--- config.mk ---
export PLATFORM = sky130hd
export DESIGN_NAME = nn_dpmem
export DESIGN_NICKNAME = d
export VERILOG_FILES = /design/src/rtl/nn_dpmem.sv
export SDC_FILE = /design/constraint.sdc
export NUM_CORES = 1
export LEC_CHECK = 0
export BUFFER_PORTS_ARGS = -buffer_cell sky130_fd_sc_hd__buf_4
export CAP_MARGIN = 10
export CORE_MARGIN = 4
export CORE_UTILIZATION = 56
export CTS_BUF_LIST = sky130_fd_sc_hd__clkbuf_4 sky130_fd_sc_hd__clkbuf_8 sky130_fd_sc_hd__clkbuf_16
export DETAILED_ROUTE_END_ITERATION = 7
export PLACE_DENSITY_LB_ADDON = 0.1
export SYNTH_ARGS = -nofsm -noshare
export SYNTH_HDL_FRONTEND = slang
export SYNTH_SLANG_ARGS = --single-unit
--- constraint.sdc ---
create_clock -name clk -period 3.2 [get_ports clk]
set_clock_uncertainty 0.05 [all_clocks]
set_input_delay 0.32 -clock clk [delete_from_list [all_inputs] [get_ports clk]]
set_output_delay 0.32 -clock clk [all_outputs]
set_load 0.03 [all_outputs]
--- src/rtl/nn_dpmem.sv ---
// Dual-port word memory with a post-reset zero-clear sequencer and collision flag.
// Optional define NN_MEM_RDFWD_EN forwards same-address write data to the opposite port's read.
module nn_dpmem #(
  parameter int DW = 8,
  parameter int AW = 5
) (
  input  logic          clk,
  input  logic          rst,
  input  logic [AW-1:0] A1,
  input  logic [AW-1:0] A2,
  input  logic          CSB1,
  input  logic          CSB2,
  input  logic          WEB1,
  input  logic          WEB2,
  input  logic          OEB1,
  input  logic          OEB2,
  input  logic [DW-1:0] D1,
  input  logic [DW-1:0] D2,
  output logic [DW-1:0] Q1,
  output logic [DW-1:0] Q2,
  output logic          Busy,
  output logic          Coll
);

  typedef enum logic [0:0] {
    CLEAR = 1'b0,
    READY = 1'b1
  } state_t;

  state_t          state_r;
  logic [AW-1:0]   ptr_r;
  logic            busy_r;
  logic            coll_r;
  logic [DW-1:0]   q1_r;
  logic [DW-1:0]   q2_r;
  logic [DW-1:0]   mem_r [0:(2**AW)-1];

  logic            wr1_s;
  logic            wr2_s;
  logic            rd1_s;
  logic            rd2_s;
  logic [DW-1:0]   rd1_data_s;
  logic [DW-1:0]   rd2_data_s;

  // Port decode: ports are locked out entirely while the clear sequence owns the array.
  always_comb begin
    wr1_s = 1'b0;
    wr2_s = 1'b0;
    rd1_s = 1'b0;
    rd2_s = 1'b0;
    if (!busy_r) begin
      wr1_s = !CSB1 && !WEB1;
      wr2_s = !CSB2 && !WEB2;
      rd1_s = !CSB1 &&  WEB1;
      rd2_s = !CSB2 &&  WEB2;
    end else begin
      wr1_s = 1'b0;
      wr2_s = 1'b0;
      rd1_s = 1'b0;
      rd2_s = 1'b0;
    end
  end

  // Read data selection, optionally bypassing the array with the other port's write data.
  always_comb begin
    rd1_data_s = mem_r[A1];
    rd2_data_s = mem_r[A2];
`ifdef NN_MEM_RDFWD_EN
    if (wr2_s && (A2 == A1)) begin
      rd1_data_s = D2;
    end else begin
      rd1_data_s = mem_r[A1];
    end
    if (wr1_s && (A1 == A2)) begin
      rd2_data_s = D1;
    end else begin
      rd2_data_s = mem_r[A2];
    end
`endif
  end

  // Clear sequencer: one zero-write per cycle, READY after the pointer wraps.
  always_ff @(posedge clk or posedge rst) begin
    if (rst) begin
      state_r <= CLEAR;
      ptr_r   <= {AW{1'b0}};
      busy_r  <= 1'b1;
    end else begin
      case (state_r)
        CLEAR: begin
          ptr_r <= ptr_r + {{(AW-1){1'b0}}, 1'b1};
          if (ptr_r == {AW{1'b1}}) begin
            state_r <= READY;
            busy_r  <= 1'b0;
          end else begin
            state_r <= CLEAR;
            busy_r  <= 1'b1;
          end
        end
        READY: begin
          state_r <= READY;
          busy_r  <= 1'b0;
        end
        default: begin
          state_r <= CLEAR;
          ptr_r   <= {AW{1'b0}};
          busy_r  <= 1'b1;
        end
      endcase
    end
  end

  // Array writes; port 2 is applied first so port 1 wins a same-address dual write.
  always_ff @(posedge clk) begin
    if (busy_r) begin
      mem_r[ptr_r] <= {DW{1'b0}};
    end else begin
      if (wr2_s) begin
        mem_r[A2] <= D2;
      end
      if (wr1_s) begin
        mem_r[A1] <= D1;
      end
    end
  end

  // Read registers and the registered collision pulse.
  always_ff @(posedge clk or posedge rst) begin
    if (rst) begin
      q1_r   <= {DW{1'b0}};
      q2_r   <= {DW{1'b0}};
      coll_r <= 1'b0;
    end else begin
      if (rd1_s) begin
        q1_r <= rd1_data_s;
      end
      if (rd2_s) begin
        q2_r <= rd2_data_s;
      end
      coll_r <= wr1_s && wr2_s && (A1 == A2);
    end
  end

  assign Q1   = OEB1 ? {DW{1'b0}} : q1_r;
  assign Q2   = OEB2 ? {DW{1'b0}} : q2_r;
  assign Busy = busy_r;
  assign Coll = coll_r;

endmodule
# Yosys cells after proc, flatten, opt, wreduce, memory -nomap -nowiden
# Memory sizes are Yosys's and may differ from the RTL's. A register that Yosys moved wholly into a read port is not among the register bits.
# Index checks and enable logic that the tools add are counted.
# word_totals
output_inout_bits	18
n_memories	1
input_bits	34
word_cells	41
ramBits	256
reg_bits	8
# op_classes
addsub	1
n_reduce_logical	11
bitwise	1
muxes	21
eq_ne	2
# mem_list
name	depth	word_bits	read_ports	rd_clocked_by_memory_dff	write_ports	line	rtl
mem_r	32	8	2	2	2	36	logic [DW-1:0] mem_r [0:(2**AW)-1];
# ops
cell	count
2-to-1 mux 8 bit	3
2-to-1 mux 1 bit	15
OR reduction 8 bit	1
logical AND 1 bit	6
adder 5 x 1 -> 5 bit (second input constant)	1
equality test 5 bit	1
equality test 5 bit (second input constant)	1
2-to-1 mux 5 bit	1
logical NOT 1 bit	4
one-hot mux 1 bit (2 select lines)	2
inverter 1 bit	1

# Depth between registers and ports, before layout
# Gate-level depths: netlist of run 1.
# logic_depth
depth_word	8
depth_mapped	9
mapped_depth_nobuf	5

# Least setup slack after synthesis of run 1
# Ideal clock, no wire load.
# synth_timing
path_type	flip-flop to flip-flop
start	reg busy_r, in the netlist Busy
end	mem mem_r[0][0] (enable)
setup_time_ns	0.376
path_buffers	2
t_required_ns	2.774
path_slack_ns	0.691
arrival_time_ns	2.083
stages_incl_launch_ff	8
synth_period_minus_slack_ns	2.509
cell_sequence	dfstp_2 > buf_4 > or3_1 > clkbuf_1 > or3_1 > o31ai_1 > nand2_1 > o22ai_1
# synth_lines
element	line	rtl
start, declared	32	logic busy_r;
start signal, assigned	87	busy_r <= 1'b1;
start signal, assigned	94	busy_r <= 1'b0;
start signal, assigned	97	busy_r <= 1'b1;
end, declared	36	

==> results summary, run 1 <==
The detailed router put a total of 20700 µm of wire on met1. The detailed router's first-iteration violation count came out at 1517. Net switching is 24.0% of the power. The later pin in the worst-skew pair is clocked with a latency of 0.56 ns. The largest total area in the synthesized netlist belongs to edfxtp_1. The achievable frequency is 351 MHz. The via count normalized by instance count came out at 6.59. The register area share after synthesis is 50.6%.

The flow ran to the end, and the final reports show no timing, DRC or antenna violations. The tightest min-delay check is of the in2reg type. The overall overflow remaining after global route came out at 0. Among all stages on the critical path, the largest delay is contributed by o22ai_1.

The number of pins with negative max-slew slack in the final report is 0. In this run the cell area measured after placement is 0.0172 mm². The maximum level of the CTS H-tree is 1. The setup path with the least slack is of type reg2reg. The post-CTS setup-driven buffer insertion count is 0. The transition time of the tightest slew-check pin came out at 1.08 ns. The total number of placement rows is 62. For this run, the slowest stage of the critical path takes 0.78 ns. The layout cell share with drive strength beyond 1 came out at 16.2%. The internal power summed over all cells is 6620 µW. The number of synthesized flops with an enable pin is 256. Routability-driven placement finished with a final weighted congestion of 0.954. The share of async-settable or async-resettable flops after synthesis is 8.57%.

Counting instances in the post-synthesis netlist gives the leading cell types as nand2_1 (308), o21ai_0 (257), edfxtp_1 (256). The yosys synthesis warning count came out at 0. Summed over all cells, the static leakage comes to 0.00692 µW. Adding up every negative setup slack in the final design gives 0 ns. The number of inserted filler cells in the final layout is 2272. The die height is 179 µm. The post-layout minimum cycle time came out at 2.85 ns. Setup violations remaining at the end of the flow were counted as 0.

The worst IR drop on VDD is 379 µV. The maximum number of pins on one net before global-route repair is 47. The number of antenna violations at the first check in global routing is 0. The post-CTS clock slew at the launch and capture registers of the worst setup and hold paths is 0.06 ns. The portion of synthesized cell area occupied by the leading cell type came out at 46.9%.

The routed wire length on met3 came out at 4930 µm. The most used flip-flop cell after synthesis is edfxtp_1. The number of antenna repair diodes is 0. The combinational cell fraction of total power is 11.1%.

The cell area after technology mapping came out at 0.0164 mm². The normalized max-slew margin came out at 27.7%. The final hold violation count came out at 0. The critical path data arrival time came out at 2.98 ns. The power dissipated by switching net loads is 2100 µW. nand2_1 is the most common cell in the netlist. For the worst setup path, the data required time is 3.33 ns.

For this design the top-level I/O count stands at 52. The number of nets handed over by synthesis was 1564. From left edge to right edge, the die measures 179 µm. In this run, synthesis produced a sequential element count of 280. The via count of the first global-routing pass is 12.5k.

The routed length per placed instance came out at 27.4 µm. The final period utilization came out at 89.0%. The first detailed-routing pass took 6 iterations.

The non-filler instance count after layout came out at 1960. The count of input and output buffers came out at 51. The CTS sink count is 280.

The maximum clock path buffer count came out at 3. The initial cell density of the core came out at 56.9%. STA classifies the critical path endpoint as a flip-flop.

TritonCTS built the clock tree. Gates resized during post-CTS repair numbered 0. The routed layout has 12.9k vias. The signal on the critical path passes through or3_1 -> mux2i_1 -> nand2_1 -> o22ai_1. The total length of routed wires came out at 53800 µm. After routing the design area is 0.0183 mm². The overall die area is 0.0321 mm². The count of antenna-violating nets left after detailed routing is 0. Registers are responsible for 46.5% of the overall power. The wire length of the first global-routing pass is 79000 µm. The total CTS buffers is 31. The count of distinct cell types in the synthesized netlist came out at 55.

In this run the clock root is driven by a clkbuf_16. Summed over all nets, the half-perimeter wirelength after detailed placement is 36400 µm. After detailed placement, the design holds a cell count of 1903.

The overall fraction of global-route tracks in use came out at 33.6%. Setup repair after global routing left no endpoint under its margin. In this run the top signal layer used is met4.

In the post-synthesis netlist, the biggest area contributors are edfxtp_1 (47%), mux2i_1 (10%), o21ai_0 (7.8%), nand2_1 (7.1%), mux4_2 (6.3%). After synthesis, the mean cell area works out to 10.7 µm². The cell area power density came out at 476 mW/mm². STA classifies the critical path startpoint as a flip-flop. The instance count of the mapped netlist is 1528. The met2 wire length is 24700 µm. The area of the core region came out at 0.0288 mm².

After detailed routing, the number of remaining DRC violations is 0. Across the run, the number of max-cap violations was 0. The clock network fraction of design power is 42.4%. Of all nets on the critical path, the largest fanout is 9.

The number of hold buffers added after CTS was 0. Relative to the synthesized area, the layout overhead comes to 11.8%. For this run, the post-layout net count is 1590.
-- power groups by stage --
stage	logic (µW)	registers [µW]	clock network [µW]
4_1_cts	945	4050	3710
3_5_place_dp	942	4130	0
5_1_grt	1010	4050	3840
3_3_place_gp	930	4130	0
2_1_floorplan	605	4110	0
6_report	967	4060	3700
-- registers in the layout, summed over array words and instances, names as in the netlist --
register / count
Busy: 1
Coll: 1
mem_r: 256
ptr_r: 5
q1_r: 8
q2_r: 8
state_r: 1
-- layout make-up --
class / count / area [µm²] / area share, %
flip-flops and latches: 280 / 8290 / 45.2
inverters: 7 / 26.3 / 0.143
multi-input cells: 1094 / 7360 / 40.1
well taps: 384 / 480 / 2.62
clock inverters: 14 / 193 / 1.05
clock buffers: 41 / 851 / 4.64
repair buffers: 140 / 1130 / 6.15
-- worst paths after layout --
kind                              start          end  slack (ns)  cells after the start
worst max-delay path               Busy  mem_r[4][2]        0.35                      4
worst min-delay path               WEB1         Coll        0.10                      4
worst max register to register     Busy  mem_r[4][2]        0.35                      4
worst min register to register  q2_r[7]      q2_r[7]        0.42                      2
max in group asynchronous           rst         Busy        2.37                      4
min in group asynchronous           rst      q2_r[5]        0.22                      3
-- cell usage in the layout (no fill, tap or decap), types with 10 or more instances in the layout --
cell,count
nand2_1,308
o21ai_0,257
edfxtp_1,256
mux2i_1,169
buf_4,133
a22oi_1,46
mux4_2,46
o22ai_1,40
nor2_1,36
clkbuf_16,31
a22o_1,25
dfrtp_1,23
nand3_1,21
nor2b_1,20
a21oi_1,17
a221oi_1,16
a31oi_1,10
clkbuf_4,10
-- metrics by stage --
step | utilization, % | hold WS (ns) | power [µW] | setup slack (ns)
6_report | 63.7 | 0.101 | 8720 | 0.351
5_1_grt | 63.7 | 0.109 | 8910 | 0.273
4_1_cts | 63.5 | 0.0345 | 8710 | 0.382
3_5_place_dp | 59.9 | 0.412 | 5070 | 0.350
3_3_place_gp | 59.9 | 0.402 | 5060 | 0.329
2_1_floorplan | - | 0.284 | 4720 | 0.691
-- cells by family after synthesis --
| kind of cell | Yosys count | share of synthesized area [%] |
|---|---|---|
| AOI/OAI and AO/OA | 437 | 16.0 |
| and+or+nand+nor | 429 | 11.4 |
| DFF | 280 | 50.6 |
| muxes | 218 | 16.9 |
| buffers and inverters | 154 | 4.60 |
| xor gates and xnor gates | 8 | 0.428 |
| adders and majority gates | 2 | 0.153 |
-- worst max-delay path, delay by kind of cell, from the launching register on --
family | cells | cell delay [ns]
AO/OA/AOI/OAI | 1 | 0.78
flip-flops | 1 | 0.64
AND/OR/NAND/NOR | 2 | 0.53
multiplexers | 1 | 0.48
-- layer usage --
metal  vias to the layer above  GRT usage [%]
met5                         -              0
met4                         0           18.2
met3                       149           5.48
met2                       750           53.4
met1                      6219           44.4
li1                       5796              -
Power figures use the tool's default switching activity.
==> run 2: changes to the inputs <==
HOLD_SLACK_MARGIN = 0.12   (was unset)
==> run 2 against run 1 <==
  * Final area rose by 0.22%
  * Critical path depth did not move
  * Maximum frequency fell by 0.26%
  * Wire length rose by 0.14%
  * Clock-buffer cell count did not move
  * Hold slack improved by 0.11 ns
  * Global-route usage rose by 0.050 points
  * Clock power barely moved
  * Combinational power rose by 0.4%
  * Cell count rose by 0.20%
  * Flip-flop and latch count did not move
  * Critical path type unchanged
==> results summary, run 2 (synthesis gave the netlist of run 1 again) <==
The number of pins with negative max-slew slack in the final report is 0 (unchanged). The area of the core region is 0.0288 mm² (unchanged). The DRC violation count after routing came out at 0 (unchanged). The CTS sink count is 280 (unchanged).

RSZ-0062 raised after global routing: no (unchanged). The overall fraction of global-route tracks in use came out at 33.7% (was 33.6%). The final period utilization is 89.3% (was 89.0%). The worst setup path startpoint is Busy (unchanged). The worst IR drop on VDD is 379 µV (about the same). The overall die area is 0.0321 mm² (unchanged). Largest registers: mem_r x256, q1_r x8, q2_r x8 (unchanged).

The number of nets in the layout came out at 1594 (was 1590). The cell area power density came out at 475 mW/mm² (was 476 mW/mm²). The post-CTS clock slew at the launch and capture registers of the worst setup and hold paths came out at 0.06 ns (about the same). The critical path start-end classification is reg2reg (unchanged). The number of antenna repair diodes is 0 (unchanged).

The first-pass detailed-route iteration total came to 7 (was 6). The final hold violation count is 0 (unchanged). The routed length per placed instance came out at 27.4 µm (about the same). The count of endpoints failing setup in the final report is 0 (unchanged). The number of inserted filler cells in the final layout is 2266 (was 2272). The total number of placement rows is 62 (unchanged). The critical path data arrival time came to 2.99 ns (was 2.98 ns).

The required time of the critical path is 3.33 ns (about the same). The layout cell share with drive strength beyond 1 was 16.2% (about the same). The leakage power is 0.00694 µW (was 0.00692 µW).

The x dimension of the die came out at 179 µm (unchanged). The maximum level of the CTS H-tree was 1 (unchanged). The initial cell density of the core is 56.9% (unchanged).

The most common cell after layout, fill and taps aside was nand2_1 (unchanged). The count of vias placed by the detailed router is 12.9k (about the same). The clock latency on the worst-skew pair was 0.57 ns (was 0.56 ns). The TritonCTS clock tree is built (unchanged). The kind of capture point of the worst setup path is a flip-flop (unchanged). The root buffer selected by CTS is clkbuf_16 (unchanged). The maximum number of pins on one net before global-route repair came to 47 (unchanged). The worst-case register-to-register setup slack came out at 0.34 ns (was 0.35 ns). The die height is 179 µm (unchanged). The type of the worst min-delay path is in2async (was in2reg).

The cell count after placement is 1903 (unchanged). The maximum clock path buffer count came out at 3 (unchanged). The detailed router's first-iteration violation count came to 1549 (was 1517). Result of the run: complete, no violations (unchanged).

The area growth from synthesis to final layout is 12.1% (was 11.8%). Most used cells in the layout excluding fill and tap cells: nand2_1 (308), o21ai_0 (257), edfxtp_1 (256) (unchanged). The endpoint of the most critical register-to-register path is mem_r[4][2] (unchanged). The transition time of the tightest slew-check pin is 1.12 ns (was 1.08 ns). The power after layout came to 8730 µW (was 8720 µW). The number of antenna violations at the first check in global routing is 0 (unchanged). The count of antenna-violating nets left after detailed routing came to 0 (unchanged). The post-layout minimum cycle time is 2.86 ns (was 2.85 ns). The placement-stage cell area is 0.0172 mm² (unchanged). The setup total negative slack came out at 0 ns (unchanged). The post-detailed-placement half-perimeter wirelength is 36400 µm (unchanged).

The final instance area is 0.0184 mm² (was 0.0183 mm²). The post-CTS setup-driven buffer insertion count is 0 (unchanged). The final RePlAce weighted congestion is 0.954 (unchanged).

The overall overflow remaining after global route came out at 0 (unchanged). The count of input and output buffers came out at 51 (unchanged). The wire length of the first global-routing pass is 79200 µm (was 79000 µm). The boundary pin count came out at 52 (unchanged).

The kind of start point of the critical path is a flip-flop (unchanged). The peak fanout along the critical path is 9 (unchanged). The number of flip-flops under the largest register name was 256 (unchanged). The critical path endpoint is mem_r[4][2] (unchanged). The total length of routed wires came out at 53800 µm (about the same). The number of violations of the max-capacitance limit came out at 0 (unchanged). The non-filler instance count after layout is 1964 (was 1960). The worst flop-to-flop path startpoint is Busy (unchanged). The via count of the first global-routing pass came out at 12.5k (about the same).

The total CTS buffers is 31 (unchanged). The normalized max-slew margin is 25.6% (was 27.7%). The most flop-heavy register is mem_r (unchanged). The via count normalized by instance count came out at 6.58 (was 6.59). The worst reg-to-reg path cell count is 4 (unchanged). The achievable frequency is 350 MHz (was 351 MHz).
[run 2: changes by cell type in the layout (fill, tap and decap cells not counted), sizes merged]
cell	delta
dlygate4sd3	+4
[run 2: final cells by class]
type,count,area (µm²),area share (%)
clock buffers,41,851,4.63
multi-input cells,1094,7360,40.1
flip-flops and latches,280,8290,45.1
repair buffers,144,1170,6.36
inverters,7,26.3,0.143
clock inverters,14,193,1.05
well taps,384,480,2.62
[run 2: routing by layer]
metal	global-route usage [%]	up-vias	wire (µm)
met1	44.4	6183	20200
met2	53.4	785	24700
li1	-	5798	-
met4	18.4	0	3450
met5	0	-	0
met3	5.63	158	5450
[run 2: timing repair]
item                      4_1_cts  5_1_grt
hold endpoints to repair       24        0
gates resized for setup         0        0
hold buffers                    5        0
[run 2: worst max-delay path: stages, from the launching register on]
cell     delay (ns)
dfstp_2        0.64
or3_1          0.26
mux2i_1        0.47
nand2_1        0.26
o22ai_1        0.79
[run 2: metrics by stage]
step / hold slack (ns) / setup WS [ns] / util (%)
after floorplan: 0.284 / 0.691 / -
after global placement: 0.402 / 0.329 / 59.9
after detailed placement: 0.412 / 0.350 / 59.9
after CTS: 0.283 / 0.382 / 63.7
after global routing: 0.246 / 0.267 / 63.8
final: 0.212 / 0.343 / 63.8
[run 2: report_power, final]
group | leakage, µW | switching [µW] | total (µW) | internal (µW)
clock network | 0.000523 | 1440 | 3700 | 2260
logic | 0.00334 | 629 | 971 | 342
registers | 0.00308 | 30.6 | 4060 | 4030
[run 2: how the worst min path moves through the flow]
stage             from       to  slack, ns  depth (start not counted)
6_report           rst  q2_r[5]       0.21                          3
5_1_grt            rst  q2_r[5]       0.25                          3
4_1_cts           CSB1  q1_r[5]       0.28                          4
3_5_place_dp   q2_r[2]  q2_r[2]       0.41                          2
3_3_place_gp   q2_r[5]  q2_r[5]       0.40                          2
2_1_floorplan      rst     Coll       0.28                          1
==> run 3: changes to the inputs <==
CORE_UTILIZATION = 45   (was 56)
==> run 3 against run 2 <==
  * Worst setup slack improved by 0.20 ns
  * Non-clock buffer count rose by 2
  * Critical path depth up 2
  * Clock-buffer cell count increased by 6
  * Die area up 23%
==> results summary, run 3 (synthesis gave the netlist of run 1 again) <==
The critical path data arrival time is 2.81 ns (was 2.99 ns). The cell count after placement is 1987 (was 1903). The critical path's slowest cell is dfstp_2 (was o22ai_1). The type of the worst min-delay path was in2reg (was in2async). The path with the worst hold slack has its endpoint at Coll. The post-CTS setup-driven buffer insertion count is 0 (unchanged).

The via count normalized by instance count was 6.22 (was 6.58). The number of antenna violations at the first check in global routing was 1 (was 0). The number of violations of the max-capacitance limit came out at 0 (unchanged). The final RePlAce weighted congestion is 0.907 (was 0.954). The worst flop-to-flop path startpoint is Busy (unchanged). The number of pins with negative max-slew slack in the final report came out at 0 (unchanged). The launch point of the worst hold path is A2[1]. The number of nets in the layout is 1599 (was 1594). Most used cells in the layout excluding fill and tap cells: nand2_1 (308), o21ai_0 (257), edfxtp_1 (256) (unchanged).

The number of inserted filler cells in the final layout came out at 3215 (was 2266). The most flop-heavy register was mem_r (unchanged). The critical path start-end classification is reg2reg (unchanged). The maximum number of pins on one net before global-route repair is 65 (was 47). The cell area power density is 480 mW/mm² (was 475 mW/mm²).

The peak fanout along the critical path is 17 (was 9). The setup total negative slack is 0 ns (unchanged). The category of cells accounting for the largest share of critical-path delay is compound AO/OA/AOI/OAI gates (unchanged). The area growth from synthesis to final layout is 12.9% (was 12.1%).

The required time of the critical path is 3.36 ns (was 3.33 ns). The final instance area is 0.0185 mm² (was 0.0184 mm²). The final hold violation count came out at 0 (unchanged). The post-detailed-placement half-perimeter wirelength came out at 36800 µm (was 36400 µm).

The worst reg-to-reg path cell count is 6 (was 4). The non-filler instance count after layout is 2049 (was 1964). The via count of the first global-routing pass was 12.3k (was 12.5k). The count of input and output buffers was 51 (unchanged).

The delay of the slowest cell on the worst path came to 0.70 ns (was 0.79 ns). The number of antenna repair diodes came to 0 (unchanged). Series of cell instances along the critical path: nor3_2 -> buf_4 -> o21ai_0 -> nand2_1 -> o22ai_1 -> buf_4 (was or3_1 -> mux2i_1 -> nand2_1 -> o22ai_1). The leakage power is 0.00697 µW (was 0.00694 µW).

The total length of routed wires is 54000 µm (was 53800 µm). Largest registers: mem_r x256, q1_r x8, q2_r x8 (unchanged). The first-pass detailed-route iteration total came out at 6 (was 7).

The endpoint of the most critical register-to-register path is mem_r[26][6] (was mem_r[4][2]). The placement-stage cell area came out at 0.0174 mm² (was 0.0172 mm²). The overall fraction of global-route tracks in use is 27.0% (was 33.7%). The normalized max-slew margin is 25.7% (was 25.6%).

The cell that appears most often on the critical path is buf_4. The routed length per placed instance came out at 26.3 µm (was 27.4 µm). The wire length of the first global-routing pass is 79400 µm (was 79200 µm). The post-CTS clock slew at the launch and capture registers of the worst setup and hold paths came out at 0.05 ns (was 0.06 ns). The area of the core region is 0.0357 mm² (was 0.0288 mm²).

The total CTS buffers was 34 (was 31). The root buffer selected by CTS is clkbuf_16 (unchanged). The detailed router's first-iteration violation count was 1039 (was 1549). The x dimension of the die is 199 µm (was 179 µm).

The worst IR drop on VDD came out at 285 µV (was 379 µV). The count of endpoints failing setup in the final report is 0 (unchanged). The initial cell density of the core came out at 45.8% (was 56.9%). The clock latency on the worst-skew pair is 0.51 ns (was 0.57 ns). The layout cell share with drive strength beyond 1 is 16.6% (was 16.2%).

The count of buffering cells on the critical path with inverters included came out at 2 (was 0). The post-layout minimum cycle time was 2.66 ns (was 2.86 ns). The overall die area is 0.0395 mm² (was 0.0321 mm²). The total number of placement rows is 69 (was 62). The DRC violation count after routing came out at 0 (unchanged).

The kind of capture point of the worst setup path is a flip-flop (unchanged). The final period utilization was 83.1% (was 89.3%). RSZ-0062 raised after global routing: no (unchanged).

The count of vias placed by the detailed router came out at 12.7k (was 12.9k). The maximum clock path buffer count is 3 (unchanged). The achievable frequency is 376 MHz (was 350 MHz). The count of antenna-violating nets left after detailed routing came to 0 (unchanged). The die height came to 199 µm (was 179 µm).

The overall overflow remaining after global route came out at 0 (unchanged). The transition time of the tightest slew-check pin is 1.11 ns (was 1.12 ns). Result of the run: complete, no violations (unchanged). The maximum level of the CTS H-tree came out at 2 (was 1). The TritonCTS clock tree was built (unchanged).

Counting instances, the worst hold path has a depth of 4. The kind of start point of the critical path is a flip-flop (unchanged). The boundary pin count was 52 (unchanged). The number of flip-flops under the largest register name came out at 256 (unchanged). The most common cell after layout, fill and taps aside is nand2_1 (unchanged). The CTS sink count came out at 280 (unchanged). The worst-case register-to-register setup slack is 0.54 ns (was 0.34 ns).
==> run 3: cell count changes in the layout (fill, tap and decap cells not counted), moves of 2 or more <==
cell / before / now
buf_12: 4 / 2
clkbuf_4: 10 / 8
clkinv_1: 5 / 9
clkbuf_8: 0 / 2
clkbuf_16: 31 / 37
bufinv_16: 5 / 2
dlygate4sd3_1: 5 / 1
buf_4: 133 / 142
==> run 3: per-layer routing <==
layer,track usage [%],wire length [µm]
met5,0,0
met4,9.25,2050
met3,3.18,3420
met2,46.7,26800
met1,35.5,21700
==> run 3: worst reg2reg max path: stages, from the launching register on <==
cell and delay [ns]:
dfstp_2 0.70, nor3_2 0.08, buf_4 0.20, o21ai_0 0.59, nand2_1 0.24, o22ai_1 0.25, buf_4 0.24
==> run 3: cell type report <==
type / instances / area, µm² / share of cell area [%]
well taps: 461 / 577 / 3.12
repair buffers: 146 / 1130 / 6.09
clock buffers: 47 / 1010 / 5.48
flip-flops and latches: 280 / 8290 / 44.8
multi-input cells: 1094 / 7360 / 39.8
clock inverters: 14 / 109 / 0.588
inverters: 7 / 26.3 / 0.142
==> run 3: timing repair <==
action                    in CTS  in global routing
resized for setup              0                  0
hold buffers                   1                  0
hold endpoints to repair      23                  0
==> run 3: how the worst max path moves through the flow <==
stage                    to  cells past startpoint  startpoint
3_5_place_dp        q1_r[5]                      7       A1[0]
5_1_grt        mem_r[26][6]                      6        Busy
4_1_cts        mem_r[26][2]                      6        Busy
3_3_place_gp        q1_r[2]                      7       A1[0]
2_1_floorplan   mem_r[0][0]                      7        Busy
6_report       mem_r[26][6]                      6        Busy
==> run 3: power by group <==
part	switching (µW)	internal [µW]	total, µW
combinational	606	329	935
sequential	43.7	4030	4070
clock	1500	2370	3870
==> run 3: per-stage QoR <==
step	hold WS, ns	utilization, %	setup WS (ns)	power (µW)
after floorplan	0.284	-	0.691	4720
after global placement	0.413	48.6	0.329	5050
after detailed placement	0.411	48.6	0.338	5070
after CTS	0.140	51.8	0.672	8910
after global routing	0.170	51.8	0.455	9140
final	0.148	51.8	0.542	8870
